[config.mk]
export PLATFORM = sky130hd
export DESIGN_NAME = regfile_dump_flat
export DESIGN_NICKNAME = d
export VERILOG_FILES = /design/src/rtl/regfile_dump_if.sv /design/src/rtl/regfile_dump.sv /design/src/flat_wrapper.sv
export SDC_FILE = /design/constraint.sdc
export NUM_CORES = 1
export LEC_CHECK = 0
export CAP_MARGIN = 0
export CORE_MARGIN = 3
export CORE_UTILIZATION = 42
export CTS_CLUSTER_SIZE = 25
export DETAILED_ROUTE_END_ITERATION = 12
export GPL_TIMING_DRIVEN = 0
export PLACE_DENSITY = 0.79
export SYNTH_ARGS = -nofsm -noshare
export SYNTH_HDL_FRONTEND = slang
export SYNTH_SLANG_ARGS = --single-unit
[constraint.sdc]
create_clock -name clk -period 2.2 [get_ports clk]
set_input_delay 0.44 -clock clk [delete_from_list [all_inputs] [get_ports clk]]
set_output_delay 0.44 -clock clk [all_outputs]
set_load 0.05 [all_outputs]
[src/rtl/regfile_dump_if.sv]
// Beat stream carrying register-file dump words from regfile_dump to the debug/trace path.
interface regfile_dump_if;
    logic        out_valid;
    logic        out_ready;
    logic [5:0]  out_idx;
    logic [31:0] out_data;
    logic        out_last;

    modport master (output out_valid, out_idx, out_data, out_last, input out_ready);
    modport slave  (input out_valid, out_idx, out_data, out_last, output out_ready);
endinterface

[src/rtl/regfile_dump.sv]
// Walks the register file read port x0..x(NUM_REGS-1) and streams each word as an indexed beat.
// Optional trailing XOR checksum beat (idx 32) when REGDUMP_CHECKSUM_EN is defined.
module regfile_dump #(
    parameter int unsigned NUM_REGS = 32,
    parameter int unsigned ADDR_W   = 5
) (
    input  logic              clk,
    input  logic              rst_n,
    input  logic              start,
    input  logic              abort,
    output logic [ADDR_W-1:0] rf_addr,
    input  logic [31:0]       rf_data,
    regfile_dump_if.master    beat,
    output logic              busy,
    output logic              halt_req,
    output logic              done
);

    localparam logic [ADDR_W-1:0] LAST_ADDR = ADDR_W'(NUM_REGS - 1);

    typedef enum logic [2:0] {
        IDLE,
        READ,
        SEND,
`ifdef REGDUMP_CHECKSUM_EN
        CSUM,
`endif
        DONE
    } state_t;

    state_t state, state_nxt;
    logic   hs;

`ifdef REGDUMP_CHECKSUM_EN
    logic [31:0] csum;
`endif

    assign hs = beat.out_valid && beat.out_ready;

    always_ff @(posedge clk or negedge rst_n) begin
        if (!rst_n) state <= IDLE;
        else        state <= state_nxt;
    end

    always_comb begin
        state_nxt = state;
        case (state)
            IDLE: if (start) state_nxt = READ;
            READ: state_nxt = SEND;
            SEND: begin
                if (hs) begin
                    if (rf_addr != LAST_ADDR) state_nxt = READ;
`ifdef REGDUMP_CHECKSUM_EN
                    else                      state_nxt = CSUM;
`else
                    else                      state_nxt = DONE;
`endif
                end
            end
`ifdef REGDUMP_CHECKSUM_EN
            CSUM: if (hs) state_nxt = DONE;
`endif
            DONE: state_nxt = IDLE;
            default: state_nxt = IDLE;
        endcase
        // abort overrides everything outside IDLE; a coinciding handshake still completes
        if (abort && state != IDLE) state_nxt = IDLE;
    end

    always_comb begin
        busy     = (state != IDLE);
        halt_req = (state != IDLE);
        done     = (state == DONE);
    end

    always_ff @(posedge clk or negedge rst_n) begin
        if (!rst_n) begin
            rf_addr        <= '0;
            beat.out_valid <= 1'b0;
            beat.out_idx   <= '0;
            beat.out_data  <= '0;
            beat.out_last  <= 1'b0;
`ifdef REGDUMP_CHECKSUM_EN
            csum           <= '0;
`endif
        end else if (abort && state != IDLE) begin
            beat.out_valid <= 1'b0;
        end else begin
            case (state)
                IDLE: begin
                    if (start) begin
                        rf_addr <= '0;
`ifdef REGDUMP_CHECKSUM_EN
                        csum    <= '0;
`endif
                    end
                end
                READ: begin
                    beat.out_valid <= 1'b1;
                    beat.out_data  <= rf_data;
                    beat.out_idx   <= 6'(rf_addr);
`ifdef REGDUMP_CHECKSUM_EN
                    csum           <= csum ^ rf_data;
                    beat.out_last  <= 1'b0;
`else
                    beat.out_last  <= (rf_addr == LAST_ADDR);
`endif
                end
                SEND: begin
                    if (hs) begin
                        if (rf_addr != LAST_ADDR) begin
                            rf_addr        <= rf_addr + ADDR_W'(1);
                            beat.out_valid <= 1'b0;
                        end else begin
`ifdef REGDUMP_CHECKSUM_EN
                            // checksum beat is loaded straight from SEND so it follows with no READ gap
                            beat.out_valid <= 1'b1;
                            beat.out_idx   <= 6'd32;
                            beat.out_data  <= csum;
                            beat.out_last  <= 1'b1;
`else
                            beat.out_valid <= 1'b0;
`endif
                        end
                    end
                end
`ifdef REGDUMP_CHECKSUM_EN
                CSUM: if (hs) beat.out_valid <= 1'b0;
`endif
                default: ;
            endcase
        end
    end

endmodule

[src/flat_wrapper.sv]
// flat-port wrapper written by rule: the top's interface ports become plain ports
module regfile_dump_flat 
#(
    parameter int unsigned NUM_REGS = 32,
    parameter int unsigned ADDR_W   = 5
)
  (clk, rst_n, start, abort, rf_addr, rf_data, busy, halt_req, done, beat_out_valid, beat_out_idx, beat_out_data, beat_out_last, beat_out_ready);
  regfile_dump_if beat_i ();
  input  logic clk;
  input  logic rst_n;
  input  logic start;
  input  logic abort;
  output logic [ADDR_W-1:0] rf_addr;
  input  logic [31:0] rf_data;
  output logic busy;
  output logic halt_req;
  output logic done;
  output wire logic [$bits(beat_i.out_valid)-1:0] beat_out_valid;
  output wire logic [$bits(beat_i.out_idx)-1:0] beat_out_idx;
  output wire logic [$bits(beat_i.out_data)-1:0] beat_out_data;
  output wire logic [$bits(beat_i.out_last)-1:0] beat_out_last;
  input wire logic [$bits(beat_i.out_ready)-1:0] beat_out_ready;
  assign beat_out_valid = beat_i.out_valid;
  assign beat_out_idx = beat_i.out_idx;
  assign beat_out_data = beat_i.out_data;
  assign beat_out_last = beat_i.out_last;
  assign beat_i.out_ready = beat_out_ready;
  regfile_dump #(.NUM_REGS(NUM_REGS), .ADDR_W(ADDR_W)) u_core (.clk(clk), .rst_n(rst_n), .start(start), .abort(abort), .rf_addr(rf_addr), .rf_data(rf_data), .beat(beat_i), .busy(busy), .halt_req(halt_req), .done(done));
endmodule
# ---- Yosys cells after proc, flatten, opt, wreduce, memory -nomap -nowiden
# Index checks and enable logic that the tools add are counted.
dict set report op_classes {
  addsub 1
  n_eq_ne 10
  n_mux 12
  bitwise_logic 1
  n_reduce_logical 10
}
# cell n
set ops {}
lappend ops {{2-to-1 mux 5 bit} 3}
lappend ops {{one-hot mux 5 bit (2 select lines)} 1}
lappend ops {{2-to-1 mux 3 bit} 3}
lappend ops {{one-hot mux 3 bit (3 select lines)} 1}
lappend ops {{== test 3 x 2 -> 1 bit, second input constant} 2}
lappend ops {{AND reduction 2 bit} 3}
lappend ops {{nonzero test 3 bit} 2}
lappend ops {{adder 5 x 1 -> 5 bit, second input constant} 1}
lappend ops {{== test 5 bit, second input constant} 1}
lappend ops {{!= test 5 bit, second input constant} 1}
lappend ops {{AND reduction 5 bit} 1}
lappend ops {{!= test 2 x 1 -> 1 bit, second input constant} 2}
lappend ops {{== test 3 x 1 -> 1 bit, second input constant} 1}
lappend ops {{zero test 3 bit} 1}
lappend ops {{!= test 3 x 1 -> 1 bit, second input constant} 1}
lappend ops {{!= test 3 x 2 -> 1 bit, second input constant} 1}
lappend ops {{logical AND 1 bit} 2}
lappend ops {{2-to-1 mux 1 bit} 2}
lappend ops {{2-to-1 mux 2 bit} 1}
lappend ops {{!= test 2 bit, second input constant} 1}
lappend ops {{one-hot mux 1 bit (2 select lines)} 1}
lappend ops {{nonzero test 2 bit} 1}
lappend ops {{inverter 1 bit} 1}
dict set report totals {
  ff_bits 47
  inputBits 37
  output_inout_bits 48
  wordCells 40
}

# ---- Logic depth before layout (Yosys ltp)
# Gate-level depths: netlist of run 1.
dict set report logic_depth {
  depth_word 5
  ltp_mapped 6
  mapped_depth_nobuf 6
}

# ---- Least setup slack after synthesis of run 1
# No wires, ideal clock.
dict set report synth_timing {
  path_type {register to register}
  start {register u_core.rf_addr[0]}
  end {register u_core.rf_addr[0]}
  setup_ps 125
  arrival_ps 2005
  required_time_ps 2075
  setup_slack_ps 70
  stages_incl_launch_ff 7
  period_less_slack_ps 2130
  cell_sequence {dfrtp_1 > ha_1 > and3_1 > ha_1 > nand3b_1 > a22o_1 > mux2_4}
}
dict set report synth_between {
  elab_chain_len 4
  elab_cells_between_ends 7
  classes_between {add/sub: 1; eq/ne: 2; mux: 3; reduce/logical: 1}
}
# item line
set synth_rtl {}
lappend synth_rtl {{start: declaration} regfile_dump.sv:11} ;# output logic [ADDR_W-1:0] rf_addr,
lappend synth_rtl {{start signal: assignment} regfile_dump.sv:112} ;# rf_addr <= rf_addr + ADDR_W'(1);
lappend synth_rtl {{adder 5 x 1 -> 5 bit} regfile_dump.sv:112}
lappend synth_rtl {{2-to-1 mux 5 bit} regfile_dump.sv:111} ;# if (rf_addr != LAST_ADDR) begin
lappend synth_rtl {{2-to-1 mux 5 bit} regfile_dump.sv:110} ;# if (hs) begin
lappend synth_rtl {{one-hot mux 5 bit (2 select lines)} regfile_dump.sv:89} ;# case (state)
# Several ways; a longest one is shown, not always the timed one. The select of a mux whose other input is x is not followed.
# A chain may end at the register's enable or synchronous reset.

# ---- Worst setup path after layout of run 1
dict set report layout_timing {
  start {register u_core.state[0]}
  end {output port done}
}
dict set report layout_between {
  elab_chain_len 1
}
# item line
set layout_rtl {}
lappend layout_rtl {{start: declaration} regfile_dump.sv:31} ;# state_t state, state_nxt;
lappend layout_rtl {{start signal: assignment} regfile_dump.sv:42} ;# else state <= state_nxt;
lappend layout_rtl {{== test 3 x 2 -> 1 bit} regfile_dump.sv:73} ;# done = (state == DONE);
lappend layout_rtl {{end: declaration} flat_wrapper.sv:17} ;# output logic done;
# Every way passes these cells.

==> impl_metrics.tcl, run 1 <==
set metrics [dict create \
    die_h_um 74.9 \
    p_leak_uw 0.00132 \
    cts_tree "yes" \
    grt_use_total_pct 15.6 \
    n_antenna_cell 0 \
    nNetsFinal 276 \
    startpoint_type "flip-flop" \
    core_um2 4470 \
    synth_top_area_share_pct 57.7 \
    setup_violations 0 \
    htreeDepth 2 \
    portBuffers 83 \
    critPathKind "reg -> out" \
    wire_per_inst_um 14.9 \
    period_share_pct 96.3 \
    viasPerCell 5.08 \
    finalHoldViolations 0 \
    min-delay-path-class "in -> async" \
    nFillCells 334 \
    slew_viol_final 0 \
    cp_max_fo 4 \
    preCtsSetupSlack_ps -85.6 \
    tritoncts.num_buffers 5 \
    cp.arrival_ps 1680 \
    cts.path.max_buffers 2 \
    drc_errors 0 \
    relSlewSlack_pct 65.0 \
    antenna_found_initial 0 \
    status "finished clean" \
    clock_latency_ps 290 \
    grt_max_degree 27 \
    max_cap_violations 0 \
    die-area_um2 5610 \
    async_flop_share_pct 100 \
    tns_ps 0 \
    dominantRegCellSynth "dfrtp_1" \
    start_util_pct 44.6 \
    end_kind "output pin" \
    grt_first_pass_wirelength_mm 6.79 \
    synth_edf_count 0 \
    ys.warnings.count 0 \
    vias 1453 \
    synth_top_cell_by_area "dfrtp_1" \
    grt_pass1_vias 1450 \
    io-pin-count 85 \
    routed_wl_mm 4.27 \
    rr_startpoint "u_core.rf_addr[0]$_DFFE_PN0P_" \
    reg2reg_slack_ps 170 \
    setup_ws_ps 81.4 \
    drtAntennaViolNets 0 \
    syn_inst 142 \
    drtIter0Drc 44 \
    synth_area_leaders "dfrtp_1 58%, mux2_2 21%, ha_1 3.8%, inv_1 1.3%, a22o_1 1.3%" \
    powerDensity_nw_per_um2 1770 \
    drtPass1Iterations 4 \
    netlist_area_um2 2000 \
    row_count 24 \
    avgSynthCellArea_um2 14.1 \
    period_needed_ps 2120 \
    required_ps 1760 \
    cts.reportedPaths.clkPinSlew_ps 80 \
    vdd_drop_max_mv 0.910 \
    ys_ff_latch 46 \
    drive_gt1_share_pct 25.2 \
    fp.dieW_um 74.9 \
    grt-ovfl-total 0 \
    fin_worst_skew_ps 5.02 \
    cp-startpoint "u_core.state[0]$_DFFE_PN0P_" \
    gp_congestion 0.822 \
    cts_root_buffer "clkbuf_8" \
    seqCellArea_um2 1150 \
    hpwl_mm 3.25 \
    postLayoutCoreUtil_pct 67.6 \
    syn_to_final_growth_pct 51.5 \
    timing.fmax_ghz 0.472 \
    multi_input_area_um2 776 \
    synth-seq-area-share_pct 57.7 \
    worstMarginPinSlew_ps 523 \
    synth_nets 185 \
    numClockSinks 46 \
    ys_types 35 \
]
-- metrics by stage --
| step | hold WS (ps) | total power (uW) | instance area [um2] | std cells |
|---|---|---|---|---|
| detailed placement | 439 | 4780 | 2910 | 278 |
| CTS | 119 | 5390 | 3020 | 286 |
| global placement | 485 | 4720 | 2890 | 277 |
| finish | 106 | 5350 | 3020 | 286 |
| global route | 148 | 5630 | 3020 | 286 |
| floorplan | 144 | 3720 | 2000 | 142 |
-- cells in the final DEF, fill, tap and decap left out, drive strengths merged, types with 2 or more instances in the layout --
cell type	Yosys	final
dfrtp	46	46
a22o	3	3
a21oi	3	3
a211oi	2	2
mux2	39	39
o221ai	2	2
clkinv	0	2
o21ai	2	2
and3	2	2
buf	7	9
inv	7	7
ha	6	6
clkbuf	0	6
nand2	4	4
clkdlybuf4s50	0	80
-- metal layers --
layer  routed length (um)  up-vias  track usage [%]  share of wire, %
met1                 1960      699             21.3                46
met3                  307        4             4.14               7.2
li1                     -      691                -                 -
met2                 1970       59             25.0                46
met4                   33        0             3.56              0.77
met5                    0        -                0                 0
-- critical path, stage by stage (launching register included) --
cell	delay (ps)
dfrtp_1	420
ha_1	180
clkdlybuf4s50_1	800
-- cells by family (layout without fill, tap and decap cells) --
logic type               Yosys count  in the layout  share of synthesized area (%)
buffers and inverters             14            106                           4.08
adder cells (fa/ha/maj)            6              6                           3.76
multiplexers                      39             39                           22.2
AO/OA/AOI/OAI                     18             18                           6.90
other                              1              1                          0.188
flip-flops                        46             46                           57.7
AND/OR/NAND/NOR                   18             18                           5.20
-- registers in the layout, summed over array words and instances, names as in the netlist --
register	flops
u_core.beat.out_valid	1
u_core.state	2
u_core.beat.out_idx	5
u_core.beat.out_last	1
u_core.rf_addr	5
u_core.beat.out_data	32
-- synth_stat cells, types with 2 or more instances --
cell and instances:
a22o_1 3, mux2_2 38, ha_1 6, buf_2 2, buf_6 2, buf_4 3, a211oi_1 2, nand2_1 4
inv_1 7, dfrtp_1 46, a21oi_1 3, and3_1 2, o221ai_1 2
-- layout make-up --
cell class / count / share of cell area (%)
buffer: 7 / 1.82
clock buffer: 5 / 2.28
clock inverter: 3 / 1.32
inverter: 7 / 0.869
multi-input combinational: 82 / 25.7
sequential: 46 / 38.1
tap: 52 / 2.15
timing repair buffer: 84 / 27.8
-- final timing paths --
check,to,cells past startpoint
min in group clk,u_core.beat.out_data[15]$_DFFE_PN0P_,1
worst min-delay path,u_core.beat.out_data[17]$_DFFE_PN0P_,1
max in group asynchronous,u_core.beat.out_data[13]$_DFFE_PN0P_,2
worst max register to register,u_core.rf_addr[0]$_DFFE_PN0P_,6
worst max-delay path,done,2
worst min register to register,u_core.beat.out_data[15]$_DFFE_PN0P_,1
-- where the power goes --
| part | internal [uW] | total, uW | leakage, uW | switching [uW] |
|---|---|---|---|---|
| logic | 1290 | 3310 | 0.000698 | 2020 |
| clock network | 334 | 603 | 0.0000579 | 269 |
| registers | 1230 | 1440 | 0.000565 | 210 |
-- repair_timing --
| action | in CTS | in global routing |
|---|---|---|
| gates resized for setup | 6 | 2 |
| setup endpoints to repair | 2 | 2 |
| hold buffers | 0 | 0 |
| pin swaps | 0 | 0 |
| buffers inserted | 0 | 0 |
No activity file was read; power rests on OpenSTA's default activity.
==> run 2: changes to the inputs <==
GPL_TIMING_DRIVEN = 1   (was 0)
SKIP_CTS_REPAIR_TIMING = 1   (was default)
TNS_END_PERCENT = 100   (was default)
==> run 2 against run 1 <==
Net effect: combinational power is 2% higher; maximum frequency is 0.46% higher; routed wire length is 4.6% higher; sequential power hardly changed; sequential cell count stayed put; first-iteration DRC count is 14% lower; critical path type unchanged; setup slack better by 9.7 ps; count of clock-buffer cells in the layout is 1 higher; core utilization is 0.36 points higher.
==> impl_metrics.tcl, run 2 (synthesized netlist as in run 1, its figures left out) <==
set metrics [dict create \
    die_h_um 74.9 \
    setup_violations 0 \
    grt_max_degree 25 \
    slew_viol_final 0 \
    grt_pass1_vias 1507 \
    gp_congestion 0.857 \
    clock_latency_ps 290 \
    switching_share_pct 46.2 \
    vias 1471 \
    drtPass1Iterations 4 \
    cp-startpoint "u_core.state[0]$_DFFE_PN0P_" \
    most-common-layout-cells "80 x clkdlybuf4s50_1, 46 x dfrtp_1, 38 x mux2_2" \
    drive_gt1_share_pct 24.6 \
    grt-ovfl-total 0 \
    core_um2 4470 \
    preCtsSetupSlack_ps 172 \
    rr_startpoint "u_core.rf_addr[0]$_DFFE_PN0P_" \
    nNetsFinal 275 \
    hpwl_mm 3.45 \
    timing.fmax_ghz 0.474 \
    powerDensity_nw_per_um2 1790 \
    status "finished clean" \
    cts_tree "yes" \
    required_ps 1760 \
    numClockSinks 46 \
    viasPerCell 5.18 \
    drtIter0Drc 38 \
    p_leak_uw 0.00133 \
    drc_errors 0 \
    rsz0062_at_grt "false" \
    timing.rr.end "u_core.rf_addr[0]$_DFFE_PN0P_" \
    fin_area_um2 3040 \
    grt_first_pass_wirelength_mm 6.83 \
    reg2reg_slack_ps 210 \
    layoutNonFillerInstCount 284 \
    portBuffers 83 \
    regMostFlops "u_core.beat.out_data" \
    worstMarginPinSlew_ps 524 \
    worstRegToRegCells 6 \
    tns_ps 0 \
    seqPwrFrac_pct 26.5 \
    die-area_um2 5610 \
    wire_per_inst_um 15.7 \
    drtAntennaViolNets 0 \
    htreeDepth 2 \
    highest_layer "met4" \
    final_common_cell "clkdlybuf4s50_1" \
    wl_met2_mm 2.16 \
    clockPowerShare_pct 11.4 \
    startpoint_type "flip-flop" \
    row_count 24 \
    start_util_pct 44.6 \
    wl_met1_mm 1.96 \
    cp.arrival_ps 1670 \
    cts_root_buffer "clkbuf_8" \
    setup.worst_path.end "done" \
    largest_reg_flops 32 \
    min-delay-path-class "in -> async" \
    antenna_found_initial 0 \
    fin_worst_skew_ps 5.03 \
    critPathKind "reg -> out" \
    internal_power_uw 2920 \
    nFillCells 345 \
    vdd_drop_max_mv 0.946 \
    cp_max_fo 4 \
    dr_wl_met3_um 336 \
    finalHoldViolations 0 \
    dp.cells 277 \
    period_share_pct 95.9 \
    tritoncts.num_buffers 5 \
    n_antenna_cell 0 \
    fp.dieW_um 74.9 \
    syn_to_final_growth_pct 52.4 \
    routed_wl_mm 4.47 \
    p_sw_uw 2520 \
    cts.path.max_buffers 2 \
    end_kind "output pin" \
    reg_top3 "u_core.beat.out_data (32), u_core.beat.out_idx (5), u_core.rf_addr (5)" \
    multi_input_area_um2 774 \
    cts.reportedPaths.clkPinSlew_ps 80 \
    setup_ws_ps 91.0 \
    placed_area_um2 2930 \
    relSlewSlack_pct 64.9 \
    period_needed_ps 2110 \
    io-pin-count 85 \
    seqCellArea_um2 1150 \
    grt_use_total_pct 16.0 \
    max_cap_violations 0 \
    comb_power_share_pct 62.1 \
]
-- run 2: cell count changes in the layout (fill, tap and decap cells not counted), moves of 2 or more --
cell      before  now
buf_12         1    3
buf_6          2    0
clkinv_2       2    0
buf_2          3    1
buf_4          3    6
-- run 2: area by class of cell --
type	instances	area share, %
inverters	7	0.864
clock buffers	6	2.72
repair buffers	90	30.0
multi-input cells	82	25.5
well taps	52	2.14
clock inverters	1	0.988
flip-flops and latches	46	37.9
-- run 2: per-layer routing --
metal / vias up / global-route usage (%)
met5: - / 0
met1: 711 / 20.7
met4: 0 / 3.75
li1: 684 / -
met3: 2 / 4.27
met2: 74 / 26.7
-- run 2: critical path, cell delays in order, from the launching register on --
cell	delay, ps
dfrtp_1	410
ha_1	180
clkdlybuf4s50_1	800
-- run 2: power by group through the flow --
stage	clock (uW)	sequential, uW	combinational, uW
after global routing	674	1490	3530
after detailed placement	0	1460	3400
after CTS	641	1450	3410
final	621	1440	3380
after floorplan	0	2730	988
after global placement	0	1450	3360
-- run 2: per-stage QoR --
stage | util, % | total power, uW | hold slack [ps]
floorplan | - | 3720 | 144
global placement | 65.4 | 4810 | 429
detailed placement | 65.4 | 4860 | 442
CTS | 68.0 | 5490 | 125
global route | 68.0 | 5690 | 128
finish | 68.0 | 5440 | 104
-- run 2: worst min-delay path by stage --
stage                from                              endpoint  slack (ps)  depth (start not counted)
detailed placement  rst_n  u_core.beat.out_data[17]$_DFFE_PN0P_         440                          1
floorplan           rst_n   u_core.beat.out_data[0]$_DFFE_PN0P_         140                          0
global placement    rst_n  u_core.beat.out_data[17]$_DFFE_PN0P_         430                          1
CTS                 rst_n  u_core.beat.out_data[20]$_DFFE_PN0P_         120                          1
finish              rst_n  u_core.beat.out_data[17]$_DFFE_PN0P_         100                          1
global route        rst_n  u_core.beat.out_data[17]$_DFFE_PN0P_         130                          1
==> run 3: changes to the inputs <==
CORE_ASPECT_RATIO = 2   (was default)
==> run 3 against run 2 <==
Net effect: maximum frequency about the same; largest cell class unchanged; count of clock-buffer cells in the layout decreased by 1; hold slack improved by 110 ps; largest power group unchanged; critical path depth unchanged; highest routed layer unchanged.
==> impl_metrics.tcl, run 3 (synthesized netlist as in run 1, its figures left out) <==
set metrics [dict create \
    required_ps 1760 \
    routed_wl_mm 4.37 \
    die-area_um2 5660 \
    grt_use_total_pct 16.9 \
    fin_worst_skew_ps 2.86 \
    portBuffers 83 \
    syn_to_final_growth_pct 51.8 \
    most-common-layout-cells "80 x clkdlybuf4s50_1, 46 x dfrtp_1, 38 x mux2_2" \
    grt_first_pass_wirelength_mm 6.89 \
    switching_share_pct 46.8 \
    end_kind "output pin" \
    start_util_pct 44.7 \
    slew_viol_final 0 \
    grt_pass1_vias 1461 \
    antenna_found_initial 0 \
    viasPerCell 5.14 \
    powerDensity_nw_per_um2 1790 \
    clockPowerShare_pct 11.5 \
    drive_gt1_share_pct 24.9 \
    seqPwrFrac_pct 26.6 \
    comb_power_share_pct 61.9 \
    critPathKind "reg -> out" \
    max_cap_violations 0 \
    drtAntennaViolNets 0 \
    io-pin-count 85 \
    grt-ovfl-total 0 \
    row_count 34 \
    vias 1476 \
    cts_root_buffer "clkbuf_8" \
    period_needed_ps 2110 \
    finalHoldViolations 0 \
    n_antenna_cell 0 \
    drc_errors 0 \
    cts.path.max_buffers 2 \
    clock_latency_ps 290 \
    wire_per_inst_um 15.2 \
    p_leak_uw 0.00132 \
    period_share_pct 95.9 \
    nNetsFinal 275 \
    reg_top3 "u_core.beat.out_data (32), u_core.beat.out_idx (5), u_core.rf_addr (5)" \
    rsz0062_at_grt "false" \
    fp.dieW_um 54.7 \
    hpwl_mm 3.39 \
    min-delay-path-class "in -> async" \
    p_sw_uw 2540 \
    cts_tree "yes" \
    cp_max_fo 4 \
    tns_ps 0 \
    grt_max_degree 47 \
    tritoncts.num_buffers 5 \
    regMostFlops "u_core.beat.out_data" \
    gp_congestion 0.894 \
    cts.reportedPaths.clkPinSlew_ps 80 \
    final_common_cell "clkdlybuf4s50_1" \
    timing.fmax_ghz 0.474 \
    worstMarginPinSlew_ps 574 \
    vdd_drop_max_mv 1.06 \
    setup_violations 0 \
    die_h_um 103 \
    largest_reg_flops 32 \
    setup_ws_ps 90.6 \
    status "finished clean" \
    drtIter0Drc 26 \
    numClockSinks 46 \
    startpoint_type "flip-flop" \
    htreeDepth 2 \
    cp.arrival_ps 1670 \
    drtPass1Iterations 4 \
    core_um2 4470 \
    internal_power_uw 2890 \
    preCtsSetupSlack_ps 212 \
    relSlewSlack_pct 61.7 \
]
==> run 3: path summary, 6_finish.rpt <==
path                       slack, ps  cells after the start                              endpoint                            startpoint
min in group clk                 510                      1  u_core.beat.out_data[25]$_DFFE_PN0P_  u_core.beat.out_data[25]$_DFFE_PN0P_
min                              220                      2   u_core.beat.out_data[4]$_DFFE_PN0P_                                 rst_n
min reg2reg                      510                      1  u_core.beat.out_data[25]$_DFFE_PN0P_  u_core.beat.out_data[25]$_DFFE_PN0P_
max reg2reg                      260                      6         u_core.rf_addr[0]$_DFFE_PN0P_         u_core.rf_addr[0]$_DFFE_PN0P_
max                               90                      2                                  done           u_core.state[0]$_DFFE_PN0P_
max in group asynchronous       1580                      2  u_core.beat.out_data[25]$_DFFE_PN0P_                                 rst_n
==> run 3: layout make-up <==
type                    instances  area [um2]
inverters                       7        26.3
clock buffers                   5        68.8
repair buffers                 90         898
clock inverters                 3        43.8
multi-input cells              82         774
well taps                      54        67.6
flip-flops and latches         46        1150
fillers                       342        1440
==> run 3: per-layer routing <==
layer | part of all wire, % | global-route usage [%] | up-vias
met5 | 0 | 0 | -
met4 | 1.5 | 7.29 | 0
li1 | - | - | 686
met1 | 34 | 18.5 | 725
met3 | 7.5 | 4.16 | 5
met2 | 57 | 29.5 | 60
==> run 3: worst max-delay path, stage by stage, from the launching register on <==
cell and delay, ps:
dfrtp_1 420, ha_1 160, clkdlybuf4s50_1 800
==> run 3: power groups by stage <==
stage / sequential, uW / combinational [uW] / clock [uW]
2_1_floorplan: 2730 / 988 / 0
6_report: 1440 / 3360 / 624
4_1_cts: 1450 / 3400 / 650
5_1_grt: 1490 / 3540 / 679
3_5_place_dp: 1460 / 3390 / 0
3_3_place_gp: 1450 / 3360 / 0
==> run 3: stage by stage <==
step / hold WS, ps / cells / area [um2] / total power [uW] / utilization (%)
6_report: 216 / 287 / 3030 / 5430 / 67.8
5_1_grt: 259 / 287 / 3030 / 5710 / 67.8
4_1_cts: 238 / 287 / 3030 / 5490 / 67.8
3_5_place_dp: 493 / 279 / 2920 / 4850 / 65.3
3_3_place_gp: 486 / 279 / 2920 / 4800 / 65.3
2_1_floorplan: 144 / 142 / 2000 / 3720 / -
